[src/rtl/control_unit.sv]
// Hardwired Mini SRC sequencer: walks T0..T7 through fetch/execute and decodes IR[31:27] into datapath strobes.
// Outputs are combinational in state and opcode; T1, ld-T6 and st-T7 hold until mem_ready.
module control_unit #(
    parameter int OPW = 5
) (
    input  logic        clk,
    input  logic        reset,
    input  logic [31:0] IR,
    input  logic        mem_ready,
    output logic        Gra,
    output logic        Grb,
    output logic        Grc,
    output logic        Rin,
    output logic        Rout,
    output logic        BAout,
    output logic        PCout,
    output logic        PCin,
    output logic        IncPC,
    output logic        MARin,
    output logic        MDRin,
    output logic        MDRout,
    output logic        IRin,
    output logic        Yin,
    output logic        Zin,
    output logic        Zlowout,
    output logic        Cout,
    output logic        Read,
    output logic        Write,
    output logic [4:0]  alu_op,
    output logic        Run
);
    typedef enum logic [3:0] {
        S_RST, S_T0, S_T1, S_T2, S_T3, S_T4, S_T5, S_T6, S_T7, S_HALT
    } state_t;

    localparam logic [OPW-1:0] OP_LD   = OPW'(0);
    localparam logic [OPW-1:0] OP_LDI  = OPW'(1);
    localparam logic [OPW-1:0] OP_ST   = OPW'(2);
    localparam logic [OPW-1:0] OP_ADD  = OPW'(3);
    localparam logic [OPW-1:0] OP_AND  = OPW'(5);
    localparam logic [OPW-1:0] OP_OR   = OPW'(6);
    localparam logic [OPW-1:0] OP_SHL  = OPW'(11);
    localparam logic [OPW-1:0] OP_ADDI = OPW'(12);
    localparam logic [OPW-1:0] OP_ANDI = OPW'(13);
    localparam logic [OPW-1:0] OP_ORI  = OPW'(14);
    localparam logic [OPW-1:0] OP_HALT = OPW'(27);

    state_t          state_q, state_d;
    logic [OPW-1:0]  opcode;
    logic            is_alu, is_imm, is_ldi, is_ld, is_st, is_halt, is_mem;
    logic [4:0]      imm_alu;
    logic            unused_ir;

    assign opcode    = IR[31:32-OPW];
    assign unused_ir = ^IR[31-OPW:0];

    always_comb begin
        is_alu  = (opcode >= OP_ADD) && (opcode <= OP_SHL);
        is_imm  = (opcode >= OP_ADDI) && (opcode <= OP_ORI);
        is_ldi  = (opcode == OP_LDI);
        is_ld   = (opcode == OP_LD);
        is_st   = (opcode == OP_ST);
        is_halt = (opcode == OP_HALT);
        is_mem  = is_ld || is_st;
        imm_alu = 5'(OP_ADD);
        if (opcode == OP_ANDI) imm_alu = 5'(OP_AND);
        if (opcode == OP_ORI)  imm_alu = 5'(OP_OR);
    end

    always_ff @(posedge clk or posedge reset) begin
        if (reset) state_q <= S_RST;
        else       state_q <= state_d;
    end

    always_comb begin
        state_d = state_q;
        case (state_q)
            S_RST:  state_d = S_T0;
            S_T0:   state_d = S_T1;
            S_T1:   state_d = mem_ready ? S_T2 : S_T1;
            S_T2:   state_d = S_T3;
            S_T3: begin
                if (is_alu || is_imm || is_ldi || is_mem) state_d = S_T4;
                else if (is_halt)                         state_d = S_HALT;
                else                                      state_d = S_T0;
            end
            S_T4:   state_d = S_T5;
            S_T5:   state_d = is_mem ? S_T6 : S_T0;
            S_T6: begin
                if (is_ld)      state_d = mem_ready ? S_T7 : S_T6;
                else if (is_st) state_d = S_T7;
                else            state_d = S_T0;
            end
            S_T7:   state_d = (is_st && !mem_ready) ? S_T7 : S_T0;
            S_HALT: state_d = S_HALT;
            default: state_d = S_RST;
        endcase
    end

    always_comb begin
        Gra = 1'b0; Grb = 1'b0; Grc = 1'b0; Rin = 1'b0; Rout = 1'b0; BAout = 1'b0;
        PCout = 1'b0; PCin = 1'b0; IncPC = 1'b0; MARin = 1'b0; MDRin = 1'b0;
        MDRout = 1'b0; IRin = 1'b0; Yin = 1'b0; Zin = 1'b0; Zlowout = 1'b0;
        Cout = 1'b0; Read = 1'b0; Write = 1'b0; alu_op = 5'd0; Run = 1'b0;
        case (state_q)
            S_T0: begin Run = 1'b1; PCout = 1'b1; MARin = 1'b1; IncPC = 1'b1; Zin = 1'b1; end
            S_T1: begin Run = 1'b1; Zlowout = 1'b1; PCin = 1'b1; Read = 1'b1; MDRin = 1'b1; end
            S_T2: begin Run = 1'b1; MDRout = 1'b1; IRin = 1'b1; end
            S_T3: begin
                Run = 1'b1;
                if (is_alu || is_imm) begin
                    Grb = 1'b1; Rout = 1'b1; Yin = 1'b1;
                end else if (is_ldi || is_mem) begin
                    Grb = 1'b1; BAout = 1'b1; Yin = 1'b1;
                end
            end
            S_T4: begin
                Run = 1'b1;
                Zin = 1'b1;
                if (is_alu) begin
                    Grc = 1'b1; Rout = 1'b1; alu_op = 5'(opcode);
                end else if (is_imm) begin
                    Cout = 1'b1; alu_op = imm_alu;
                end else begin
                    Cout = 1'b1; alu_op = 5'(OP_ADD);
                end
            end
            S_T5: begin
                Run = 1'b1; Zlowout = 1'b1;
                if (is_mem) MARin = 1'b1;
                else begin Gra = 1'b1; Rin = 1'b1; end
            end
            // st stages the source register into MDR; ld waits on the read
            S_T6: begin
                Run = 1'b1; MDRin = 1'b1;
                if (is_st) begin Gra = 1'b1; Rout = 1'b1; end
                else       Read = 1'b1;
            end
            S_T7: begin
                Run = 1'b1; MDRout = 1'b1;
                if (is_st) Write = 1'b1;
                else begin Gra = 1'b1; Rin = 1'b1; end
            end
            default: ;
        endcase
    end
endmodule

[config.mk]
export PLATFORM = sky130hd
export DESIGN_NAME = control_unit
export DESIGN_NICKNAME = d
export VERILOG_FILES = /design/src/rtl/control_unit.sv
export SDC_FILE = /design/constraint.sdc
export NUM_CORES = 1
export LEC_CHECK = 0
export ABC_CLOCK_PERIOD_IN_PS = 1700
export CORE_MARGIN = 2
export CORE_UTILIZATION = 28
export DETAILED_ROUTE_END_ITERATION = 10
export GPL_ROUTABILITY_DRIVEN = 0
export HOLD_SLACK_MARGIN = 0.02
export PLACE_DENSITY = 0.75
export SLEW_MARGIN = 20
export SYNTH_ARGS = -nofsm -noshare
export SYNTH_HDL_FRONTEND = slang
export SYNTH_SLANG_ARGS = --single-unit
[constraint.sdc]
create_clock -name clk -period 1.7 [get_ports clk]
set_clock_uncertainty 0.05 [all_clocks]
set_input_delay 0.34 -clock clk [delete_from_list [all_inputs] [get_ports clk]]
set_output_delay 0.34 -clock clk [all_outputs]
set_load 0.02 [all_outputs]
== Word-level counts from Yosys, hierarchy flattened ==
Index checks and enable logic that the tools add are counted.

* Logic and storage cells: 77
* Memories: 0
* Latch bits: 0
* ROM bits: 0
* RAM bits: 0
* Bits in registers: 4
* Output and inout bits: 25

* Multiplexer cells: 42
* Reduce and logical (&&, ||, !) cells: 16
* Bitwise operators: 0
* Equality and inequality tests: 14
* Add/subtract/negate cells: 0
* $lt $le $gt $ge: 4
* $mul: 0
* Div/mod/pow operators: 0
* Shift-type cells: 0

{| class="wikitable"
|+ Operators by type and width
! operator !! count
|-
| $pmux 4 s10 || 1
|-
| $mux 1 || 24
|-
| $mux 4 || 6
|-
| $mux 5 || 4
|-
| $eq 4x3->1 const B || 4
|-
| $eq 5x4->1 const B || 2
|-
| $le 5x4->1 const B || 2
|-
| $eq 4x2->1 const B || 2
|-
| $eq 4x4->1 const B || 2
|-
| $reduce_or 2->1 || 4
|-
| $reduce_or 8->1 || 1
|-
| $mux 3 || 2
|-
| $pmux 1 s2 || 3
|-
| $pmux 1 s3 || 2
|-
| $eq 5x1->1 const B || 1
|-
| $eq 5x2->1 const B || 1
|-
| $eq 5x5->1 const B || 1
|-
| $ge 5x2->1 const B || 1
|-
| $ge 5x4->1 const B || 1
|-
| $logic_not 5->1 || 1
|-
| $logic_or 1x1->1 || 5
|-
| $eq 4x1->1 const B || 1
|-
| $logic_not 4->1 || 1
|-
| $logic_and 1x1->1 || 3
|-
| $logic_not 1->1 || 1
|}

== Logic depth before layout (Yosys ltp) ==
* Depth after elaboration: 7
* Mapped depth: 5
* Depth with buffers taken out: 4

== Least setup slack after synthesis ==
Ideal clock, no wire load.

* Path type: register to output
* Start point: register state_q[1]
* End point: output PCin
* Data arrival time: 1,658 ps
* Cell stages (with the launch flop): 4
* Buffers on the path: 2
* Data required time: 1,310 ps
* Setup slack: -348 ps
* Path through: dfrtp_1 clkbuf_1 clkbuf_1 nor4b_1

* Cells in the longest elaborated chain, start to end: 2

{| class="wikitable"
|+ Ends and longest elaborated chain
! item !! line !! RTL
|-
| start: declaration || 48 || <nowiki>state_t state_q, state_d;</nowiki>
|-
| start signal: assignment || 72 || <nowiki>else state_q <= state_d;</nowiki>
|-
| $eq 4x2->1 || 105 || <nowiki>case (state_q)</nowiki>
|-
| $mux 1 || 105 ||
|-
| end: declaration || 17 || <nowiki>output logic PCin,</nowiki>
|}

No other way between the ends.

== Final worst setup path ==
* Start point: register state_q[1]
* End point: output Write

* Cells in the longest elaborated chain, start to end: 2

{| class="wikitable"
|+ Ends and longest elaborated chain
! item !! line !! RTL
|-
| $eq 4x4->1 || 105 ||
|-
| $mux 1 || 105 ||
|-
| end: declaration || 28 || <nowiki>output logic Write,</nowiki>
|}

No other way between the ends.

==> metrics.md <==
| Metric | Value |
|---|---|
| Max FFs per register | `4` |
| Placed instance count | `roughly 170` |
| Clock net sink count | `4` |
| Final nets | `194` |
| Top reg by flops | `state_q` |
| DR vias/cell | `5.21` |
| Dpl cell area | `between 1000 and 1500 µm²` |
| Required time of the worst setup path | `1.31 ns` |
| Failing checks | `setup timing` |
| Total congestion overflow | `0` |
| Layout cells sized above 1 | `between 60% and 70%` |
| Asr flop ratio synth | `100%` |
| Io pins | `60` |
| Clock Path Buffers | `2` |
| Die ar. | `around 2800 µm²` |
| RSZ-0062 raised after global routing | `yes` |
| CTS root buf | `clkbuf_4` |
| Post-synth EDFFs | `0` |
| Worst setup EP type | `output port` |
| Critical path startpoint category | `flip-flop` |
| WS Path Type | `flip-flop to output port` |
| Post-synthesis cell count | `100` |
| Pin count of the biggest net entering global routing | `20` |
| Total number of vias | `964` |
| Drc violations | `0` |
| Tcrit/Tclk final | `116%` |
| Multi-input gate area | `slightly below 700 µm²` |
| Reg area | `between 100 and 150 µm²` |
| Die Height | `~53 µm` |
| Power Dens Cells | `between 1000 and 1500 nW/µm²` |
| # rows | `17` |
| CTS tree | `done` |
| Sum of negative setup slack | `-2.80 ns` |
| Diodes inserted | `0` |
| Global-route wire length before repair | `roughly 4.4 mm` |
| CP Data Arrival Time | `roughly 1.6 ns` |
| Seq cells post-synth | `4` |
| Placeable Area | `2230 µm²` |
| Hold Slack | `about 0.23 ns` |
| Post-DP HPWL | `approximately 1.8 mm` |
| Drt first pass iters | `4` |
| Leak | `0.659 nW` |
| Worst VDD drop | `1110 µV` |
| Final Util | `65.6%` |
| Status | `finished with violations` |
| Final min period | `around 2.0 ns` |
| WL final | `between 2 and 3 mm` |
| Final Hold Fails | `0` |
| Die Width | `52.6 µm` |
| Number of global-route vias before repair | `~980` |
| Fill cell count | `195` |
| Worst-Skew Late Latency | `roughly 0.23 ns` |
| Netlist Area Pre-Place | `roughly 660 µm²` |
| # setup viols final | `20` |
| Seq/Total Area, Yosys | `between 15 and 20%` |
| Distinct cell type count after synthesis | `41` |
| Antenna violations before repair | `0` |
| Syn_nets | `between 100 and 150` |
| Post-DRT Antenna Nets | `0` |
| Max-slew violation count | `0` |
| Min-delay worst type | `input port to asynchronous set/reset pin` |
| Port buffer count | `31` |
| GRT Resource Usage Total | `about a fifth` |
| Most common flop cell mapped by yosys | `dfrtp_1` |
| Worst slack, placed | `-1.08 ns` |
| Initial Util | `between 20% and 30%` |
| P&R area growth vs syn | `121%` |
| Final Non-Filler Cells | `about 190` |
| Final worst setup slack | `-0.276 ns` |
| Mean Syn Cell Area | `between 6 and 7 µm²` |
| Max cap viols | `0` |
| H-Tree Depth | `1` |
| Fmax | `506 MHz` |
| Syn. warnings | `0` |
| Fin area | `~1500 µm²` |
| Initial DRC count | `19` |
| Largest regs | `state_q (4)` |
| Crit path max fanout | `19` |
| Post-CTS Hold Buffers | `0` |
| TritonCTS buffer count | `3` |
| Clock slew at reported path FFs | `approximately 0.040 ns` |
| Total power | `around 2.1 mW` |
| DR WL/cell | `about 14 µm` |
-- critical path: stages, from the launching register on --
cell	delay, ns
dfrtp_1	0.36
buf_4	0.22
nor4b_4	0.28
buf_4	0.16
and3_1	0.16
buf_2	0.16
-- where the power goes --
group	switching, mW	internal (mW)	total, mW
clock network	0.0369	0.0788	0.116
logic	0.934	0.928	1.86
registers	0.0317	0.132	0.164
-- layout make-up --
cell class | count | area share, %
Multi-Input combinational cell | 79 | 46.5
Inverter | 5 | 1.62
Timing Repair Buffer | 66 | 41.1
Clock buffer | 3 | 1.54
Tap cell | 28 | 2.39
Sequential cell | 4 | 6.83
-- final timing paths --
kind	start	endpoint	slack, ns	cells after the start
worst max-delay path	state_q[1]	Write	-0.28	5
worst min-delay path	reset	state_q[0]	0.23	2
worst max register to register	state_q[2]	state_q[1]	0.02	6
worst min register to register	state_q[3]	state_q[1]	0.58	2
max in group asynchronous	reset	state_q[1]	1.22	2
min in group clk	state_q[3]	state_q[1]	0.58	2
-- repair_timing --
action,in CTS,in global routing
endpoints found under the setup margin,27,24
setup buffers,7,1
gates cloned,0,0
resized for setup,167,30
pin swaps,12,8
hold endpoints to repair,0,0
-- placed cells by master, fill, tap and decap left out, types with 2 or more instances in the layout --
| cell type | n |
|---|---|
| buf_4 | 33 |
| buf_6 | 19 |
| nand2_1 | 7 |
| nor2_1 | 6 |
| buf_2 | 6 |
| a21oi_2 | 4 |
| dfrtp_1 | 4 |
| inv_1 | 3 |
| and2_1 | 3 |
| o21ai_0 | 3 |
| nand2b_1 | 3 |
| a21oi_1 | 3 |
| nor3_4 | 3 |
| nand4_1 | 3 |
| clkbuf_4 | 3 |
| buf_8 | 3 |
| nor4b_4 | 2 |
| a211oi_2 | 2 |
| or4_4 | 2 |
| inv_4 | 2 |
| nor3_2 | 2 |
| xnor2_1 | 2 |
| o211ai_1 | 2 |
| nand3_2 | 2 |
| nor2_2 | 2 |
| clkdlybuf4s50_1 | 2 |
| buf_12 | 2 |
-- routing by layer --
layer / vias to the layer above / track usage, % / wire [µm]
met3: 2 / 0.571 / 153
met5: - / 0 / 0
met2: 35 / 44.4 / 1530
met4: 0 / 3.85 / 17
met1: 454 / 22.5 / 959
li1: 473 / - / -
-- kinds of logic after synthesis --
| group | after synthesis | share of synthesized area [%] |
|---|---|---|
| AO/OA/AOI/OAI | 24 | 24.2 |
| XOR/XNOR | 2 | 2.65 |
| buffers and inverters | 17 | 11.7 |
| flip-flops | 4 | 15.1 |
| other | 1 | 0.567 |
| AND/OR/NAND/NOR | 52 | 45.7 |
-- cell usage after synthesis (all sizes together) (2+ instances only) --
library cell | n | share of area, %
clkbuf | 5 | 2.8
nor4bb | 2 | 3.0
o21ai | 4 | 3.0
nand3 | 3 | 2.3
inv | 5 | 2.8
xnor2 | 2 | 2.6
and2 | 4 | 3.8
dfrtp | 4 | 15
and3 | 2 | 1.9
a211oi | 2 | 3.0
nand2 | 7 | 4.0
nor2 | 9 | 5.1
a21oi | 7 | 5.3
or4 | 2 | 2.3
buf | 7 | 6.0
nand2b | 4 | 3.8
nor3 | 6 | 4.5
o211ai | 2 | 2.3
nand4 | 3 | 2.8
nor4b | 2 | 2.6
Power figures use the tool's default switching activity.
